<file path="src/rtl/sm_axil_param_loader.sv">
// AXI4-Lite responder that streams signature and matrix words into the Sherman-Morrison core.
// Optional macro SM_LOADER_READBACK_EN: reads of 0x4/0x8 return the last accepted word.
module sm_axil_param_loader #(
    parameter int NUM_BANDS              = 16,
    parameter int CORRELATION_DATA_WIDTH = 32,
    parameter int ADDR_WIDTH             = 4
) (
    input  logic                                    clk,
    input  logic                                    reset,
    input  logic [ADDR_WIDTH-1:0]                   s_axi_awaddr,
    input  logic                                    s_axi_awvalid,
    output logic                                    s_axi_awready,
    input  logic [31:0]                             s_axi_wdata,
    input  logic [3:0]                              s_axi_wstrb,
    input  logic                                    s_axi_wvalid,
    output logic                                    s_axi_wready,
    output logic [1:0]                              s_axi_bresp,
    output logic                                    s_axi_bvalid,
    input  logic                                    s_axi_bready,
    input  logic [ADDR_WIDTH-1:0]                   s_axi_araddr,
    input  logic                                    s_axi_arvalid,
    output logic                                    s_axi_arready,
    output logic [31:0]                             s_axi_rdata,
    output logic [1:0]                              s_axi_rresp,
    output logic                                    s_axi_rvalid,
    input  logic                                    s_axi_rready,
    output logic [CORRELATION_DATA_WIDTH-1:0]       sig_data,
    output logic [$clog2(NUM_BANDS)-1:0]            sig_addr,
    output logic                                    sig_we,
    output logic [CORRELATION_DATA_WIDTH-1:0]       mat_data,
    output logic [$clog2(NUM_BANDS*NUM_BANDS)-1:0]  mat_addr,
    output logic                                    mat_we,
    output logic                                    core_enable
);

    localparam int MAT_WORDS = NUM_BANDS * NUM_BANDS;
    localparam int SIG_AW    = $clog2(NUM_BANDS);
    localparam int MAT_AW    = $clog2(MAT_WORDS);
    localparam int SIG_CW    = $clog2(NUM_BANDS + 1);
    localparam int MAT_CW    = $clog2(MAT_WORDS + 1);

    localparam logic [1:0] RESP_OKAY   = 2'b00;
    localparam logic [1:0] RESP_SLVERR = 2'b10;

    typedef enum logic [1:0] {
        REG_CTRL   = 2'd0,
        REG_MATRIX = 2'd1,
        REG_SIG    = 2'd2,
        REG_STATUS = 2'd3
    } reg_sel_t;

    typedef enum logic {
        WR_IDLE,
        WR_RESP
    } wr_state_t;

    typedef enum logic {
        RD_IDLE,
        RD_DATA
    } rd_state_t;

    wr_state_t         wr_state, wr_next;
    rd_state_t         rd_state, rd_next;

    reg_sel_t          aw_sel;
    logic              aw_held;
    logic              w_held;
    logic [31:0]       wdata_q;

    logic [SIG_CW-1:0] sig_cnt;
    logic [MAT_CW-1:0] mat_cnt;
    logic              sig_done;
    logic              mat_done;

    logic              exec;
    logic [1:0]        exec_resp;
    logic              sig_fire;
    logic              mat_fire;
    logic              ctrl_clear;
    logic              en_next;

    logic [31:0]       status_word;
    logic [31:0]       rd_word;
    logic [31:0]       sig_rb;
    logic [31:0]       mat_rb;
    logic              unused_bits;

    assign sig_done    = (sig_cnt == SIG_CW'(NUM_BANDS));
    assign mat_done    = (mat_cnt == MAT_CW'(MAT_WORDS));
    assign unused_bits = ^{s_axi_wstrb, s_axi_awaddr[1:0], s_axi_araddr[1:0]};

    // ---------------- FSM: state register ----------------
    always_ff @(posedge clk) begin
        if (reset) begin
            wr_state <= WR_IDLE;
            rd_state <= RD_IDLE;
        end else begin
            wr_state <= wr_next;
            rd_state <= rd_next;
        end
    end

    // ---------------- FSM: next state ----------------
    always_comb begin
        wr_next = wr_state;
        rd_next = rd_state;
        case (wr_state)
            WR_IDLE: if (aw_held && w_held) wr_next = WR_RESP;
            WR_RESP: if (s_axi_bready)      wr_next = WR_IDLE;
            default:                        wr_next = WR_IDLE;
        endcase
        case (rd_state)
            RD_IDLE: if (s_axi_arvalid) rd_next = RD_DATA;
            RD_DATA: if (s_axi_rready)  rd_next = RD_IDLE;
            default:                    rd_next = RD_IDLE;
        endcase
    end

    // ---------------- FSM: outputs ----------------
    always_comb begin
        s_axi_awready = !reset && !aw_held;
        s_axi_wready  = !reset && !w_held;
        s_axi_bvalid  = (wr_state == WR_RESP);
        s_axi_arready = !reset && (rd_state == RD_IDLE);
        s_axi_rvalid  = (rd_state == RD_DATA);
        exec          = (wr_state == WR_IDLE) && aw_held && w_held;
    end

    // AW and W are captured independently; both slots free together on the B handshake.
    always_ff @(posedge clk) begin
        if (reset) begin
            aw_held <= 1'b0;
            w_held  <= 1'b0;
            aw_sel  <= REG_CTRL;
            wdata_q <= '0;
        end else begin
            if (s_axi_awvalid && s_axi_awready) begin
                aw_held <= 1'b1;
                aw_sel  <= reg_sel_t'(s_axi_awaddr[3:2]);
            end
            if (s_axi_wvalid && s_axi_wready) begin
                w_held  <= 1'b1;
                wdata_q <= s_axi_wdata;
            end
            if ((wr_state == WR_RESP) && s_axi_bready) begin
                aw_held <= 1'b0;
                w_held  <= 1'b0;
            end
        end
    end

    // Write decode: clear beats enable; an enabled core locks both loaders.
    always_comb begin
        exec_resp  = RESP_OKAY;
        sig_fire   = 1'b0;
        mat_fire   = 1'b0;
        ctrl_clear = 1'b0;
        en_next    = core_enable;
        case (aw_sel)
            REG_CTRL: begin
                if (wdata_q[1]) begin
                    ctrl_clear = 1'b1;
                end else if (wdata_q[0]) begin
                    if (sig_done && mat_done) en_next = 1'b1;
                    else                      exec_resp = RESP_SLVERR;
                end else begin
                    en_next = 1'b0;
                end
            end
            REG_MATRIX: begin
                if (core_enable || mat_done) exec_resp = RESP_SLVERR;
                else                         mat_fire  = 1'b1;
            end
            REG_SIG: begin
                if (core_enable || sig_done) exec_resp = RESP_SLVERR;
                else                         sig_fire  = 1'b1;
            end
            default: exec_resp = RESP_SLVERR;
        endcase
    end

    always_ff @(posedge clk) begin
        if (reset) begin
            s_axi_bresp <= RESP_OKAY;
            sig_we      <= 1'b0;
            sig_data    <= '0;
            sig_addr    <= '0;
            sig_cnt     <= '0;
            mat_we      <= 1'b0;
            mat_data    <= '0;
            mat_addr    <= '0;
            mat_cnt     <= '0;
            core_enable <= 1'b0;
        end else begin
            sig_we <= 1'b0;
            mat_we <= 1'b0;
            if (exec) begin
                s_axi_bresp <= exec_resp;
                if (ctrl_clear) begin
                    sig_cnt     <= '0;
                    mat_cnt     <= '0;
                    core_enable <= 1'b0;
                end else begin
                    core_enable <= en_next;
                end
                if (sig_fire) begin
                    sig_we   <= 1'b1;
                    sig_data <= wdata_q[CORRELATION_DATA_WIDTH-1:0];
                    sig_addr <= sig_cnt[SIG_AW-1:0];
                    sig_cnt  <= sig_cnt + SIG_CW'(1);
                end
                if (mat_fire) begin
                    mat_we   <= 1'b1;
                    mat_data <= wdata_q[CORRELATION_DATA_WIDTH-1:0];
                    mat_addr <= mat_cnt[MAT_AW-1:0];
                    mat_cnt  <= mat_cnt + MAT_CW'(1);
                end
            end
        end
    end

`ifdef SM_LOADER_READBACK_EN
    logic [CORRELATION_DATA_WIDTH-1:0] sig_shadow;
    logic [CORRELATION_DATA_WIDTH-1:0] mat_shadow;

    always_ff @(posedge clk) begin
        if (reset || (exec && ctrl_clear)) begin
            sig_shadow <= '0;
            mat_shadow <= '0;
        end else if (exec) begin
            if (sig_fire) sig_shadow <= wdata_q[CORRELATION_DATA_WIDTH-1:0];
            if (mat_fire) mat_shadow <= wdata_q[CORRELATION_DATA_WIDTH-1:0];
        end
    end

    assign sig_rb = 32'(sig_shadow);
    assign mat_rb = 32'(mat_shadow);
`else
    assign sig_rb = '0;
    assign mat_rb = '0;
`endif

    // Read data is snapshotted at the AR handshake and held until rready.
    always_comb begin
        status_word = {16'(mat_cnt), 8'(sig_cnt), 5'b0, core_enable, mat_done, sig_done};
        case (reg_sel_t'(s_axi_araddr[3:2]))
            REG_CTRL:   rd_word = {30'b0, 1'b0, core_enable};
            REG_MATRIX: rd_word = mat_rb;
            REG_SIG:    rd_word = sig_rb;
            default:    rd_word = status_word;
        endcase
    end

    always_ff @(posedge clk) begin
        if (reset) begin
            s_axi_rdata <= '0;
            s_axi_rresp <= RESP_OKAY;
        end else if (s_axi_arvalid && s_axi_arready) begin
            s_axi_rdata <= rd_word;
            s_axi_rresp <= RESP_OKAY;
        end
    end

endmodule

</file>
<file path="config.mk">
export PLATFORM = sky130hd
export DESIGN_NAME = sm_axil_param_loader
export DESIGN_NICKNAME = d
export VERILOG_FILES = /design/src/rtl/sm_axil_param_loader.sv
export SDC_FILE = /design/constraint.sdc
export NUM_CORES = 1
export LEC_CHECK = 0
export CORE_UTILIZATION = 51
export DETAILED_ROUTE_END_ITERATION = 16
export GPL_ROUTABILITY_DRIVEN = 0
export PLACE_DENSITY = 0.85
export REMOVE_ABC_BUFFERS = 1
export SETUP_SLACK_MARGIN = 0.02
export SLEW_MARGIN = 20
export SYNTH_ARGS = -nofsm -noshare
export SYNTH_HDL_FRONTEND = slang
export SYNTH_SLANG_ARGS = --single-unit
</file>
<file path="constraint.sdc">
create_clock -name clk -period 3 [get_ports clk]
set_input_delay 0.6 -clock clk [delete_from_list [all_inputs] [get_ports clk]]
set_output_delay 0.6 -clock clk [all_outputs]
set_load 0.01 [all_outputs]
</file>
Yosys cells after proc, flatten, opt, wreduce, memory -nomap -nowiden
Cells that the tools add are included.

storage, ports and cells
  output and inout port bits = 120
  flip-flop bits (word level) = 165
  input port bits = 51
  logic and storage cells = 89

operators by class
  multiplexer cells = 30
  reductions and logical operators = 29
  bitwise gates (word level) = 3
  equality and inequality tests = 8
  add/sub/neg operators = 2

operator list
  operator                                                                  count
  25-bit case mux with 2 select lines                                       1
  9-bit 2-to-1 mux                                                          2
  1-bit 2-to-1 mux                                                          17
  1-bit logical AND                                                         11
  2-bit 2-to-1 mux                                                          5
  5-bit 2-to-1 mux                                                          2
  9-bit by 1-bit adder with 9-bit output (second input constant)            1
  9-bit == test (second input constant)                                     1
  2-bit AND reduction                                                       4
  2-bit case mux with 3 select lines                                        1
  2-bit nonzero test                                                        3
  2-bit OR reduction                                                        3
  5-bit by 1-bit adder with 5-bit output (second input constant)            1
  5-bit == test (second input constant)                                     1
  2-bit by 1-bit == test with 1-bit output (second input constant)          2
  2-bit == test (second input constant)                                     2
  2-bit zero test                                                           2
  1-bit case mux with 2 select lines                                        2
  4-bit AND reduction                                                       1
  1-bit zero test                                                           3
  3-bit by 1-bit inequality test with 1-bit output (second input constant)  1
  1-bit NOT                                                                 3
  1-bit logical OR                                                          2
  2-bit by 1-bit inequality test with 1-bit output (second input constant)  1

Depth between registers and ports, before layout
Gate-level depths: netlist of run 1.

  word-level depth = 7
  mapped depth = 9
  mapped depth without buffers = 6

Worst setup path after synthesis of run 1
Ideal clock, no wire load.

  path type = in2out
  start point = input reset
  end point = output s_axi_awready
  data required time = 2400 ps
  buffers on the path = 3
  setup slack = 960 ps
  arrival time = 1440 ps
  stages on the path = 4
  cell sequence = clkbuf_1 > clkbuf_1 > clkbuf_1 > nor2_1

between the ends
  word-level cells in the longest chain between the ends = 2

ends and longest elaborated chain
  element            line  RTL
  from (decl)        9     input logic reset,
  1-bit zero test    121   s_axi_awready = !reset && !aw_held;
  1-bit logical AND  121
  to (decl)          12    output logic s_axi_awready,

No other way between the ends.

Worst setup path in the final report of run 1
  start point = register mat_cnt[0]
  end point = register mat_cnt[8]

between the ends
  word-level cells in the longest chain between the ends = 6
  elaborated cells between the ends (all ways) = 8
  classes of those cells = add/sub (1); eq/ne (1); mux (3); reduce/logical (3)

ends and longest elaborated chain
  element                        line  RTL
  from (decl)                    71    logic [MAT_CW-1:0] mat_cnt;
  from (signal assigned)         216   mat_cnt <= mat_cnt + MAT_CW'(1);
  9-bit == test                  89    assign mat_done = (mat_cnt == MAT_CW'(MAT_WORDS));
  1-bit logical OR               171   if (core_enable || mat_done) exec_resp = RESP_SLVERR;
  1-bit 2-to-1 mux               171
  1-bit 2-to-1 mux               159   case (aw_sel)
  2-bit nonzero test (no line)   n/a
  2-bit AND reduction (no line)  n/a

Several ways; a longest one is shown, not always the timed one.
A chain may end at the register's enable or synchronous reset.

==> qor.yml, run 1 <==
global_routing:
  grt_overflow_total: 0
  first_pass_grt_wire_length_microns: 23740
  antenna_found_initial: 0
  grt_start_max_net_pins: 96
  vias_in_the_first_global_route: 5058
  gr-usage-all-layers_pct: 26.23
timing:
  worst_pin_slew_ns: 0.8502
  worst_slack_ns: 0.5661
  report.final.setup_viol: 0
  grt_setup_unrepaired: "false"
  worst_slew_margin_rel_pct: 43.32
  finClkSkew_ns: 0.01089
  timing.final.hold_violations: 0
  max_clock_freq_mhz: 410.9
  part_of_the_cycle_the_worst_path_needs_pct: 81.13
  post-route-min-period_ns: 2.434
  finalMaxSlewViolations: 0
synthesis:
  ys_types: 40
  netlist.area_leader.share_pct: 51.74
  post_synth_inst_count: 718
  post_synth_mux_area_share_pct: 0.5208
  synthAdderAreaFrac_pct: 0.8681
  synth_compound_gate_area_share_pct: 14.45
  yosys_register_bits: 149
  synth_xor_area_share_pct: 0
  yosysWarningCount: 0
  yosys.area_share.simple_pct: 25.87
  synthArstFlopShare_pct: 0
  yosysSeqAreaShare_pct: 51.74
  synth_top_cell_by_area: "sky130_fd_sc_hd__dfxtp_1"
  synthTopCellsByArea: "sky130_fd_sc_hd__dfxtp_1, sky130_fd_sc_hd__nand2_1, sky130_fd_sc_hd__a21oi_1"
  main_combinational_cell_family_by_area_after_synthesis: "simple AND/OR/NAND/NOR gates"
  syn_area_per_cell_sq_um: 8.030
  postSynth.topFlopCell: "sky130_fd_sc_hd__dfxtp_1"
  mappedNetlistArea_sq_um: 5766
  synth-edff-count: 0
power_and_ir_drop:
  design_power_total_uw: 4367
  power_dens_cells_nw_per_um2: 562.4
  vdd.ir_drop.worst_uv: 436.1
  leakage_uw: 0.002638
floorplanning:
  floorplan.die.height_microns: 108.3
  chipWidth_microns: 108.3
  core_area_sq_um: 10940
  placement_rows: 38
  initial_core_util_pct: 52.72
  die_area_sq_um: 11730
  io_pins: 171
finish:
  finalCoreUtilization_pct: 71.01
  num-fill-cells: 840
  area.growth.synth_to_final_pct: 34.68
  diodes: 0
  num-nets-final: 890
  layout-drive-gt1-share_pct: 5.660
setup_path:
  setup.worst_path.class: "reg -> reg"
  max_stage_delay_cell_worst_path: "sky130_fd_sc_hd__a2111o_2"
  path_cells: "inv_1 > ha_1 > nor4b_2 > a2111o_2 > or4_1 > a21oi_1"
  r2r_start: "mat_cnt[0]"
  worst-endpoint-required_ns: 3.35
  worstPathArrival_ns: 2.79
  crit_family: "compound AO/OA/AOI/OAI gates"
  worst_reg_to_reg_path_cell_count: 6
  cp.buffers_inverters: 1
  startpoint_type: "flip-flop"
  critical_path.endpoint_type: "flip-flop"
  cp_slowest_stage_delay_ns: 0.71
  rr_endpoint: "mat_cnt[8]"
  reg2reg_slack_ns: 0.57
  worstPathMaxFanout: 33
  crit_cells: 6
outcome:
  status: "finished clean"
clock_network:
  cts_hold_buf: 0
  clkLatencyLatePin_ns: 0.43
  cts.sink_count: 149
  cts-buffers-inserted: 17
  clock_tree.htree_level_count: 4
  postCtsSetupRepairBufs: 0
  clock-root-buffer: "sky130_fd_sc_hd__clkbuf_16"
  clk_pin_slew_ns: 0.06
  ctsResizeCount: 0
  cts_tree: "built"
  ctsLongestPathBuffers: 2
routing:
  post_drt_wl_per_cell_microns: 14.94
  dr.max_layer_used: "met4"
  met2_wirelength_microns: 7199
  route.detailed.vias_per_inst: 5.311
  antenna_left: 0
  drt_wl_total_microns: 14760
  drt_iter0_markers: 301
  routed-via-count: 5247
  length_of_the_first_detailed_routing_pass_in_iterations: 4
  met3WireLength_microns: 1502
  remaining_routing_drc_violations: 0
  wl_met1_microns: 5824
placed_design:
  post-place-ws_ns: 0.5824
  hpwlAfterDp_microns: 9601
  buffer_ports.inserted: 144
hold_path:
  worst_hold_path.num_cells: 2
  hold_path.class: "reg -> reg"
  whs_endpoint: "s_axi_rdata[22]"
  holdCritStartpoint: "s_axi_rdata[22]"
job:
  cap_viol_max_count: 0
==> logic make-up (layout without fill, tap and decap cells) <==
logic type / after synthesis / count (layout)
simple gates: 328 / 328
compound gates: 156 / 156
flops: 149 / 149
buf+inv: 77 / 190
fa+ha+maj: 4 / 4
mux: 3 / 3
other cells: 1 / 18
==> tightest hold or removal path, stage by stage, from the launching register on <==
cell,delay [ns]
sky130_fd_sc_hd__dfxtp_1,0.31
sky130_fd_sc_hd__nand2_1,0.05
sky130_fd_sc_hd__a21oi_1,0.05
==> state kept, by name, indices dropped and copies added (netlist names) <==
register	cells
aw_held	1
aw_sel	2
core_enable	1
mat_addr	8
mat_cnt	9
mat_data	32
mat_we	1
s_axi_bresp	1
s_axi_bvalid	1
s_axi_rdata	17
s_axi_rvalid	1
sig_addr	4
sig_cnt	5
sig_data	32
sig_we	1
w_held	1
wdata_q	32
==> through the flow <==
| step | setup TNS, ns | hold WS, ns | cell area, sq um | std cells |
|---|---|---|---|---|
| floorplan | -20.67 | 0.4395 | 5470 | 662 |
| global placement | 0 | 0.4396 | 7176 | 956 |
| global route | 0 | 0.4645 | 7765 | 988 |
| finish | 0 | 0.4512 | 7765 | 988 |
| detailed placement | 0 | 0.4463 | 7176 | 956 |
| CTS | 0 | 0.4469 | 7765 | 988 |
==> cells in the mapped netlist, drive strengths merged, types with 2 or more instances <==
library cell	n
o21bai	2
nand2b	35
clkbuf	44
nand3	42
or3	5
a31oi	8
mux2i	3
nor2	12
nand2	210
o21a	2
nor4b	2
inv	4
nand4b	2
a21oi	102
and2	5
ha	4
dfxtp	149
and3	3
nand3b	6
buf	29
o21ai	34
==> cell usage in the layout (no fill, tap or decap), drive strengths merged, types with 4 or more instances in the layout <==
cell	n
a21oi	102
ha	4
nand3b	6
o21ai	34
dfxtp	149
nand3	42
clkbuf	24
nand2	210
inv	4
nor2	12
clkdlybuf4s50	143
or3	5
a31oi	8
nand2b	35
buf	11
conb	18
and2	5
==> report_power, final <==
group	switching [uW]	leakage, uW	internal [uW]
Sequential	34.5	0.00121	2020
Combinational	117	0.00115	99.3
Clock	789	0.000282	1310
==> layout make-up <==
class | count | area, sq um | share of cell area (%)
Clock inverter | 8 | 97.59 | 1.257
Clock buffer | 24 | 491.7 | 6.333
Sequential cell | 149 | 2983 | 38.41
Tap cell | 140 | 175.2 | 2.256
Inverter | 4 | 15.01 | 0.1934
Timing Repair Buffer | 154 | 1514 | 19.50
Multi-Input combinational cell | 509 | 2489 | 32.05
==> per-layer routing <==
metal,vias up,global-route usage (%)
met1,2463,29.61
met5,-,0
met2,191,43.59
met4,0,11.10
li1,2574,-
met3,19,10.85
==> worst max path at each step <==
stage	start	to	slack, ns
finish	mat_cnt[0]	mat_cnt[8]	0.57
global route	mat_cnt[0]	mat_data[0]	0.36
CTS	mat_cnt[0]	mat_data[8]	0.57
detailed placement	mat_cnt[0]	mat_data[8]	0.58
global placement	mat_cnt[0]	mat_cnt[8]	0.63
floorplan	mat_cnt[0]	mat_cnt[4]	-0.59
Power figures use the tool's default switching activity.
==> run 2: changes to the inputs <==
--- a/config.mk
+++ b/config.mk
@@ -5,10 +5,10 @@
 export SDC_FILE = /design/constraint.sdc
 export NUM_CORES = 1
 export LEC_CHECK = 0
-export CORE_UTILIZATION = 51
+export CORE_UTILIZATION = 47
 export DETAILED_ROUTE_END_ITERATION = 16
 export GPL_ROUTABILITY_DRIVEN = 0
-export PLACE_DENSITY = 0.85
+export PLACE_DENSITY = 0.8
 export REMOVE_ABC_BUFFERS = 1
 export SETUP_SLACK_MARGIN = 0.02
 export SLEW_MARGIN = 20
==> constraint.sdc (replaced) <==
create_clock -name clk -period 2.25 [get_ports clk]
set_input_delay 0.45 -clock clk [delete_from_list [all_inputs] [get_ports clk]]
set_output_delay 0.45 -clock clk [all_outputs]
set_load 0.01 [all_outputs]
==> qor.yml, run 2 (synthesis results as in run 1) <==
finish:
  finish.cell_count_without_fillers: 1005  # was 988
  mostFrequentLayoutCell: "sky130_fd_sc_hd__nand2_1"  # unchanged
  area.growth.synth_to_final_pct: 36.68  # was 34.68%
  reg_top3: "mat_data: 32 flops, sig_data: 32 flops, wdata_q: 32 flops"  # unchanged
  layout-drive-gt1-share_pct: 6.876  # was 5.660%
  num-nets-final: 901  # was 890
  final_cell_mix: "sky130_fd_sc_hd__nand2_1, sky130_fd_sc_hd__dfxtp_1, sky130_fd_sc_hd__clkdlybuf4s50_1, sky130_fd_sc_hd__a21oi_1, sky130_fd_sc_hd__nand3_1"  # unchanged
  diodes: 0  # unchanged
floorplanning:
  initial_core_util_pct: 48.20  # was 52.72%
  die_area_sq_um: 12710  # was 11730 sq um
  core_area_sq_um: 11960  # was 10940 sq um
  floorplan.die.height_microns: 112.8  # was 108.3 microns
  placement_rows: 40  # was 38
  chipWidth_microns: 112.8  # was 108.3 microns
  io_pins: 171  # unchanged
global_routing:
  grt_start_max_net_pins: 114  # was 96
  first_pass_grt_wire_length_microns: 23970  # was 23740 microns
  vias_in_the_first_global_route: 4917  # was 5058
  grt_overflow_total: 0  # unchanged
  gr-usage-all-layers_pct: 23.75  # was 26.23%
  antenna_found_initial: 0  # unchanged
placed_design:
  buffer_ports.inserted: 144  # unchanged
  post-place-ws_ns: 0.1927  # was 0.5824 ns
  placed_cells_incl_taps: 974  # was 956
  hpwlAfterDp_microns: 9640  # was 9601 microns
setup_path:
  worstPathArrival_ns: 2.42  # was 2.79 ns
  worst-endpoint-required_ns: 2.59  # was 3.35 ns
  startpoint_type: "flip-flop"  # unchanged
  worstPathMaxFanout: 13  # was 33
  setup.worst_path.class: "reg -> reg"  # unchanged
  critical_path.endpoint_type: "flip-flop"  # unchanged
outcome:
  status: "finished clean"  # unchanged
clock_network:
  ctsLongestPathBuffers: 2  # unchanged
  cts.sink_count: 149  # unchanged
  clkLatencyLatePin_ns: 0.42  # was 0.43 ns
  clk_pin_slew_ns: 0.06  # about the same
  cts_hold_buf: 0  # unchanged
  clock-root-buffer: "sky130_fd_sc_hd__clkbuf_16"  # unchanged
  postCtsSetupRepairBufs: 0  # unchanged
  cts-buffers-inserted: 17  # unchanged
  cts_tree: "built"  # unchanged
  ctsResizeCount: 0  # unchanged
  clock_tree.htree_level_count: 4  # unchanged
routing:
  drt_iter0_markers: 379  # was 301
  length_of_the_first_detailed_routing_pass_in_iterations: 5  # was 4
  post_drt_wl_per_cell_microns: 14.65  # was 14.94 microns
  drt_wl_total_microns: 14720  # was 14760 microns
  remaining_routing_drc_violations: 0  # unchanged
  antenna_left: 0  # unchanged
  route.detailed.vias_per_inst: 5.270  # was 5.311
  routed-via-count: 5296  # was 5247
timing:
  post-route-min-period_ns: 2.084  # was 2.434 ns
  hold_ws_ns: 0.4011  # was 0.4512 ns
  worst_slack_ns: 0.1660  # was 0.5661 ns
  max_clock_freq_mhz: 479.9  # was 410.9 MHz
  finalMaxSlewViolations: 0  # unchanged
  worst_slew_margin_rel_pct: 61.75  # was 43.32%
  report.final.setup_viol: 0  # unchanged
  worst_pin_slew_ns: 0.5721  # was 0.8502 ns
  timing.final.hold_violations: 0  # unchanged
  finClkSkew_ns: 0.008777  # was 0.01089 ns
  grt_setup_unrepaired: "false"  # unchanged
  part_of_the_cycle_the_worst_path_needs_pct: 92.62  # was 81.13%
hold_path:
  hold_path.class: "in -> reg"  # was reg -> reg
job:
  cap_viol_max_count: 0  # unchanged
power_and_ir_drop:
  power_dens_cells_nw_per_um2: 724.5  # was 562.4 nW/um^2
  vdd.ir_drop.worst_uv: 481.0  # was 436.1 uV
  leakage_uw: 0.002693  # was 0.002638 uW
==> run 2: cell count changes in the layout (fill, tap and decap cells not counted) <==
| cell | previous run | this run |
|---|---|---|
| sky130_fd_sc_hd__buf_4 | 11 | 18 |
| sky130_fd_sc_hd__buf_12 | 0 | 4 |
| sky130_fd_sc_hd__bufinv_16 | 2 | 1 |
| sky130_fd_sc_hd__clkbuf_1 | 3 | 2 |
| sky130_fd_sc_hd__clkinvlp_4 | 3 | 4 |
==> run 2: cell type report <==
cell class	count	area, sq um
timing repair buffer	165	1647
tap	147	183.9
inverter	4	15.01
multi-input combinational	509	2489
fill	1023	4081
clock inverter	8	75.07
clock buffer	23	488.0
sequential	149	2983
==> run 2: where the power goes <==
group / internal (uW) / switching (uW) / leakage (uW)
Combinational: 141 / 157 / 0.00122
Clock: 1630 / 1050 / 0.000267
Sequential: 2690 / 45.1 / 0.00121
Total: 4460 / 1250 / 0.00269
==> run 2: metrics by stage <==
stage	util (%)	instance area, sq um	setup TNS, ns	power (uW)
2_1_floorplan	-	5470	-59.62	2901
3_3_place_gp	61.17	7317	0	3077
3_5_place_dp	61.17	7317	0	3091
4_1_cts	65.88	7880	0	5749
5_1_grt	65.88	7880	0	5921
6_report	65.88	7880	0	5709
==> run 2: routing by layer <==
layer | track usage [%] | share of wire, % | routed length (microns) | up-vias
met5 | 0 | 0 | 0 | -
li1 | - | - | - | 2596
met4 | 8.000 | 1.4 | 209 | 0
met2 | 39.26 | 49 | 7196 | 204
met3 | 8.516 | 8.1 | 1191 | 14
met1 | 28.72 | 42 | 6126 | 2482
==> run 2: worst max-delay path: stages, from the launching register on <==
cell and delay, ns:
sky130_fd_sc_hd__dfxtp_1 0.32, sky130_fd_sc_hd__inv_1 0.06, sky130_fd_sc_hd__ha_1 0.19, sky130_fd_sc_hd__nor4b_2 0.16
sky130_fd_sc_hd__a2111o_2 0.55, sky130_fd_sc_hd__or4_1 0.54, sky130_fd_sc_hd__a21oi_1 0.17
==> run 2: final timing paths <==
check / from / end / slack [ns] / cells past startpoint
setup / recovery: mat_cnt[0] / mat_cnt[8] / 0.17 / 6
hold / removal: reset / mat_data[31] / 0.40 / 2
setup reg to reg: mat_cnt[0] / mat_cnt[8] / 0.17 / 6
hold reg to reg: s_axi_rdata[1] / s_axi_rdata[1] / 0.45 / 2
